File: config.mk
export PLATFORM = sky130hd
export DESIGN_NAME = compress_unit
export DESIGN_NICKNAME = d
export VERILOG_FILES = /design/src/rtl/compress_unit.sv
export SDC_FILE = /design/constraint.sdc
export NUM_CORES = 2
export LEC_CHECK = 0
export CAP_MARGIN = 25
export CORE_MARGIN = 2
export CORE_UTILIZATION = 37
export CTS_CLUSTER_DIAMETER = 100
export DETAILED_ROUTE_END_ITERATION = 12
export SYNTH_ARGS = -nofsm -noshare
export SYNTH_HDL_FRONTEND = slang
export SYNTH_SLANG_ARGS = --single-unit
File: constraint.sdc
create_clock -name i_clk -period 9.5 [get_ports i_clk]
set_input_delay 0.95 -clock i_clk [delete_from_list [all_inputs] [get_ports i_clk]]
set_output_delay 0.95 -clock i_clk [all_outputs]
set_load 0.02 [all_outputs]
File: src/rtl/compress_unit.sv
// Kyber (q = 3329) coefficient compressor/decompressor: LANES coefficients per beat,
// three-stage valid/ready pipeline (reduce/select, multiply, round/shift/mask).
module compress_unit #(
    parameter int LANES = 4,
    parameter int CW    = 12,
    parameter int TAG_W = 8
) (
    input  logic                  i_clk,
    input  logic                  i_rst,
    input  logic                  i_valid,
    output logic                  o_ready,
    input  logic                  i_mode,
    input  logic [3:0]            i_d,
    input  logic [LANES*CW-1:0]   i_coeff,
    input  logic [TAG_W-1:0]      i_tag,
    output logic                  o_valid,
    input  logic                  i_ready,
    output logic [LANES*CW-1:0]   o_coeff,
    output logic [TAG_W-1:0]      o_tag,
    output logic                  o_err,
    output logic                  o_busy
);

    localparam int          AW    = 23;     // holds x*2^11 + 1664 and any masked y
    localparam int          PW    = 47;     // AW x 24-bit constant, lossless
    localparam int          SH    = 35;
    localparam logic [11:0] Q     = 12'd3329;
    // ceil(2^35/3329); error term 2492*N stays below 2^35 for every N < 2^23, so floor is exact
    localparam logic [23:0] MAGIC = 24'd10321340;

    logic s1_valid, s2_valid, s3_valid;
    logic s1_free, s2_free, s3_free;

    assign s3_free = ~s3_valid | i_ready;
    assign s2_free = ~s2_valid | s3_free;
    assign s1_free = ~s1_valid | s2_free;
    assign o_ready = s1_free;
    assign o_valid = s3_valid;
    assign o_busy  = s1_valid | s2_valid | s3_valid;

    // S1: reduce x below q and form the multiplier operand
    logic [11:0]   in_mask;
    logic          in_d_ok;
    logic [11:0]   x_raw     [LANES];
    logic [11:0]   x_red     [LANES];
    logic [AW-1:0] s1_a_next [LANES];

    assign in_mask = (12'd1 << i_d) - 12'd1;
    assign in_d_ok = (i_d == 4'd1) || (i_d == 4'd4) || (i_d == 4'd5) ||
                     (i_d == 4'd10) || (i_d == 4'd11);

    // NOTE: every always_comb output is assigned on every path, so no latch can be inferred.
    always_comb begin
        for (int k = 0; k < LANES; k++) begin
            x_raw[k]     = i_coeff[k*CW +: 12];
            x_red[k]     = (x_raw[k] >= Q) ? x_raw[k] - Q : x_raw[k];
            s1_a_next[k] = i_mode ? AW'(x_raw[k] & in_mask)
                                  : (AW'(x_red[k]) << i_d) + AW'(1664);
        end
    end

    logic [AW-1:0]    s1_a [LANES];
    logic             s1_mode, s1_err;
    logic [3:0]       s1_d;
    logic [TAG_W-1:0] s1_tag;

    // S2: one multiply per lane; compress uses the reciprocal, decompress uses q plus half-LSB
    logic [PW-1:0] s2_p_next [LANES];
    logic [23:0]   s1_mult;
    logic [PW-1:0] s1_half;

    assign s1_mult = s1_mode ? 24'(Q) : MAGIC;
    assign s1_half = s1_mode ? PW'((12'd1 << s1_d) >> 1) : '0;

    always_comb begin
        for (int k = 0; k < LANES; k++)
            s2_p_next[k] = {24'b0, s1_a[k]} * {23'b0, s1_mult} + s1_half;
    end

    logic [PW-1:0]    s2_p [LANES];
    logic             s2_mode, s2_err;
    logic [3:0]       s2_d;
    logic [TAG_W-1:0] s2_tag;

    // S3: take the quotient (compress) or shift by d (decompress), mask, zero unsupported d
    logic [11:0]         s2_mask;
    logic [LANES*CW-1:0] s3_next;

    assign s2_mask = (12'd1 << s2_d) - 12'd1;

    always_comb begin
        s3_next = '0;
        for (int k = 0; k < LANES; k++) begin
            if (!s2_err)
                s3_next[k*CW +: CW] = s2_mode ? CW'(12'(s2_p[k] >> s2_d))
                                              : CW'(12'(s2_p[k] >> SH) & s2_mask);
        end
    end

    // NOTE: sequential state uses non-blocking assignments so every stage samples pre-edge values.
    always_ff @(posedge i_clk or posedge i_rst) begin
        if (i_rst) begin
            s1_valid <= 1'b0;
            s2_valid <= 1'b0;
            s3_valid <= 1'b0;
        end else begin
            if (s1_free) s1_valid <= i_valid;
            if (s2_free) s2_valid <= s1_valid;
            if (s3_free) s3_valid <= s2_valid;
        end
    end

    // NOTE: datapath registers are reset as well so outputs read zero straight out of reset.
    always_ff @(posedge i_clk or posedge i_rst) begin
        if (i_rst) begin
            for (int k = 0; k < LANES; k++) begin
                s1_a[k] <= '0;
                s2_p[k] <= '0;
            end
            s1_mode <= 1'b0;
            s1_err  <= 1'b0;
            s1_d    <= '0;
            s1_tag  <= '0;
            s2_mode <= 1'b0;
            s2_err  <= 1'b0;
            s2_d    <= '0;
            s2_tag  <= '0;
            o_coeff <= '0;
            o_tag   <= '0;
            o_err   <= 1'b0;
        end else begin
            if (s1_free && i_valid) begin
                for (int k = 0; k < LANES; k++) s1_a[k] <= s1_a_next[k];
                s1_mode <= i_mode;
                s1_err  <= ~in_d_ok;
                s1_d    <= i_d;
                s1_tag  <= i_tag;
            end
            if (s2_free && s1_valid) begin
                for (int k = 0; k < LANES; k++) s2_p[k] <= s2_p_next[k];
                s2_mode <= s1_mode;
                s2_err  <= s1_err;
                s2_d    <= s1_d;
                s2_tag  <= s1_tag;
            end
            if (s3_free && s2_valid) begin
                o_coeff <= s3_next;
                o_tag   <= s2_tag;
                o_err   <= s2_err;
            end
        end
    end

endmodule

[Word level (Yosys, flattened, before mapping)]
Index checks and enable logic that the tools add are counted.
W data, S select, Z words.
Word-level totals
  memory bits (writable): 0
  memory bits (read-only): 0
  bits of input ports: 65
  memories: 0
  latch bits: 0
  word-level logic and storage cells: 102
  bits in registers: 368
Cells by class
  divide/modulo/power cells: 0
  $add $sub $neg: 14
  shift-type cells: 11
  bitwise logic cells: 17
  magnitude comparators: 4
  multiply operators: 4
  reduce and logical (&&, ||, !) cells: 7
  equality and inequality tests: 5
  mux-type cells: 18
Operators by type and width (number)
  $add A47 B46 Y47: 4
  $mul A23 B24 Y47: 4
  $shr A47 B4 Y12: 4
  $mux W12: 12
  $and A12 B12 Y12: 8
  $add A23 B11 Y23 const B: 4
  $mux W23: 4
  $shl A12 B4 Y23: 4
  $ge A12 B12 Y1 const B: 4
  $sub A12 B12 Y12 const B: 4
  $shl A1 B4 Y47 const A: 1
  $mux W46: 1
  $mux W24: 1
  $shl A1 B4 Y12 const A: 2
  $sub A12 B1 Y12 const B: 2
  $eq A4 B3 Y1 const B: 2
  $eq A4 B4 Y1 const B: 2
  $or A1 B1 Y1: 5
  $eq A4 B1 Y1 const B: 1
  $logic_or A1 B1 Y1: 4
  $not A1 Y1: 4
  $logic_and A1 B1 Y1: 3

[Depth between registers and ports, before layout]
  word-level depth: 6
  depth in mapped cells: 32
  gate-level depth less buffers: 29

[Least setup slack after synthesis]
OpenSTA, ideal clock, no wires.
  path type: register -> register
  from: register s1_mode
  to: register s2_p[140] (netlist bit)
  slack: 1.341 ns
  required time: 9.367 ns
  stages on the path, launching flop included: 31
  buffers on the path: 6
  arrival: 8.026 ns
  path through: dfrtp_1 > clkbuf_1 > clkbuf_1 > clkbuf_1 > clkbuf_1 > clkbuf_1 > nor2_1 > fa_1 > inv_1 > fa_1 > fa_1 > inv_1 > fa_1 > fa_1 > fa_1 > inv_1 > fa_1 > inv_1 > ha_1 > clkbuf_1 > a211o_1 > nor3_1 > o21ai_0 > a311oi_1 > o31ai_1 > a2111oi_0 > o41ai_1 > a31oi_1 > o21ai_0 > xnor2_1 > o21ai_0
Between the ends
  cells in the longest elaborated chain, start to end: 3
  elaborated cells on any way between the ends: 4
  those cells by class: 1 x add/sub; 1 x mul; 2 x mux
Ends and longest elaborated chain
  start, declared: line 63  | logic s1_mode, s1_err;
  start signal, assigned: line 134  | s1_mode <= i_mode;
  $mux W24: line 72  | assign s1_mult = s1_mode ? 24'(Q) : MAGIC;
  $mul A23 B24 Y47: line 77  | s2_p_next[k] = {24'b0, s1_a[k]} * {23'b0, s1_mult} + s1_half;
  $add A47 B46 Y47 *: line 77
  end signal, assigned by index: line 118  | s2_p[k] <= '0;
  end, declared: line 80  | logic [PW-1:0] s2_p [LANES];
Every way passes the cells marked *; elsewhere a longest branch is shown, timed or not.
A chain may end at the register's enable or synchronous reset.

[Worst setup path after layout]
Same ends and word-level chain as after synthesis.

==> run summary <==
Status - finished clean
DRT antenna net count - 0
Reg2Reg Depth - 24
Min-delay worst type - reg -> reg
CTS resizes - 0
Num rows - 163
Critical Path Start Type - register
Final hold vios - 0
FF-to-FF setup slack - 0.54 ns
Synth warn - 0
# nets final - 10,200
First-pass GRT wire length - 362,000 um
Distinct cells, synth - 124
R2r endpoint - s2_p[140]$_DFFE_PP0P_
Yosys top cell by area - fa_1
CTS Buf Count - 46
Worst hold path startpoint - s1_tag[6]$_DFFE_PP0P_
DRC Markers - 0
Fillers - 19,600
Longest Clk Path Bufs - 3
Number of synthesized flops with an enable pin - 0
CTS tree - yes
Initial Util - 37.1%
GP Congestion - 0.982
Pin count of the biggest net entering global routing - 164
Worst EP required - 10.00 ns
Area Overhead vs Synth - 8.24%
Drt pass-1 iters - 6
Worst reg2reg startpoint - s1_mode$_DFFE_PP0P_
Most frequent cells in the layout - inv_1, fa_1, ha_1
Post-synth top area share - 31.2%
Commonest non-fill, non-tap cell in the layout - inv_1
Die width - 448 um
Antenna violations before repair - 18
Post-CTS Hold Buffers - 0
Crit path kind - reg -> reg
Register area - 8420 um2
Clock latency at the later pin of the worst-skew pair - 0.65 ns
Crit path time final - 8.96 ns
F_max - 0.112 GHz
WL per Instance - 22.3 um
I/O Buffers - 124
Area of the multi-input gates - 56,700 um2
Setup crit start - s1_mode$_DFFE_PP0P_
Endpoints failing setup - 0
Ys flop type - dfrtp_1
Top post-synthesis cells by area - fa_1, ha_1, dfrtp_1, inv_1, nand2_1
Slew @ Worst Pin - 1.27 ns
TNS Setup - 0 ns
Vias per inst - 5.22
Unrepaired setup endpoints after global routing - no
Max-slew violation count - 0
Htree depth - 2
Die Y - 448 um
Slew margin rel. - 15.1%
Critical Path Fanout Max - 57
Gr usage total - 23.7%
Layout cells sized above 1 - 4.99%
Starting DRT DRC Count - 4,313
Mapped Cells - 7,938
Period utilization - 94.3%
Seq/Total Area, Yosys - 11.5%
Worst setup EP type - register
Vias after detailed routing - 55,600
Global route overflow - 0
CTS Sinks - 336
Core footprint - 197,000 um2
Clk slew on worst S/H paths - 0.06 ns
Max Cap Violations - 0
Arr. time, crit path - 9.46 ns
DIE AREA - 201,000 um2
Post-CTS Setup Bufs - 0
Root Buffer - clkbuf_16
Total Wirelength - 238,000 um
WHS Path Cells - 2
Netlist Area Pre-Place - 73,000 um2
Hold Path Sink - s1_tag[6]$_DFFE_PP0P_
Synth Area per Inst - 9.20 um2
Ports - 125
HPWL after detailed placement - 204,000 um
Setup Skew - 0.0418 ns
Synthesized flop and latch total - 336
Fraction of registers with async set/reset - 100%
Number of global-route vias before repair - 58,000
==> worst max-delay path, cell delays in order (launching register included) <==
cell,delay [ns]
dfrtp_4,0.92
nand3_1,0.27
nor3_1,0.73
buf_4,0.27
fa_1,0.41
inv_1,0.09
fa_1,0.42
fa_1,0.54
inv_1,0.04
ha_1,0.18
fa_1,0.46
fa_1,0.58
fa_1,0.46
ha_1,0.38
and3_1,0.25
nand3_1,0.10
a21oi_1,0.14
a22oi_1,0.16
o31ai_1,0.70
a2111oi_0,0.29
o41ai_1,0.67
a31oi_1,0.24
o21ai_0,0.26
xnor2_1,0.14
o21ai_0,0.08
==> Yosys cell counts (26+ instances only) <==
cell type,count
a31oi_1,57
nand2b_1,107
xor2_1,92
o31ai_1,43
o21a_1,27
fa_1,1139
a211oi_1,58
xnor2_1,150
and3_1,33
mux2i_1,115
o21ai_0,373
and2_1,95
a221oi_1,29
a21oi_1,246
nand2_1,575
nor2_1,323
a22o_1,26
buf_1,37
a21o_1,105
nand3_1,97
or2_2,28
nor2b_1,69
inv_1,1868
mux4_2,48
nor3_1,65
ha_1,977
a22oi_1,41
o211ai_1,42
clkbuf_1,209
mux2_2,71
nand4_1,27
o21bai_1,29
dfrtp_1,336
==> how the worst max path moves through the flow <==
| stage | endpoint | slack (ns) | cells past startpoint |
|---|---|---|---|
| 2_1_floorplan | s2_p[140]$_DFFE_PP0P_ | 1.34 | 30 |
| 3_3_place_gp | s2_p[93]$_DFFE_PP0P_ | 0.92 | 25 |
| 3_5_place_dp | s2_p[93]$_DFFE_PP0P_ | 0.70 | 25 |
| 4_1_cts | s2_p[93]$_DFFE_PP0P_ | 0.65 | 25 |
| 5_1_grt | s2_p[140]$_DFFE_PP0P_ | 0.21 | 24 |
| 6_report | s2_p[140]$_DFFE_PP0P_ | 0.54 | 24 |
==> layer usage <==
metal	part of all wire (%)	vias up	track usage (%)
met4	2.5	4	5.41
li1	-	25700	-
met1	46	27800	34.2
met3	7.3	314	4.29
met5	0.011	-	0
met2	44	1777	36.9
==> metrics by stage <==
step	hold slack (ns)	worst slack (ns)	instance area, um2	util, %	std cells
2_1_floorplan	0.435	1.34	73200	-	7974
3_3_place_gp	0.455	0.919	77400	39.4	10600
3_5_place_dp	0.459	0.703	77500	39.4	10600
4_1_cts	0.473	0.646	79000	40.2	10600
5_1_grt	0.494	0.210	79100	40.2	10700
6_report	0.473	0.541	79100	40.2	10700
==> final cells by class <==
cell class / instances / area share [%]
Antenna cell: 1 / 0.00317
Timing Repair Buffer: 223 / 2.54
Clock inverter: 18 / 0.332
Clock buffer: 62 / 1.63
Inverter: 1871 / 8.89
Sequential cell: 336 / 10.7
Tap cell: 2640 / 4.18
Multi-Input combinational cell: 5500 / 71.8
==> logic make-up (layout without fill, tap and decap cells) <==
group	count (synthesis)	after routing	synth area share [%]
buffers and inverters	2138	2174	11.1
adders and majority gates	2116	2116	48.0
and+or+nand+nor	1532	1532	10.1
AOI/OAI and AO/OA	1334	1334	12.3
DFF	336	336	11.5
xor gates and xnor gates	242	242	2.90
muxes	238	238	4.22
other	2	39	0.0103
==> flip-flops by register name (all words and copies together) (netlist names), 4 cells and up <==
signal and flops:
o_coeff 48, o_tag 8, s1_a 92, s1_d 4, s1_tag 8, s2_d 4, s2_p 156, s2_tag 8
Power is left out: the tool's default activity adds up to more than one toggle a clock period on the data nets, which glitch-free logic cannot reach.
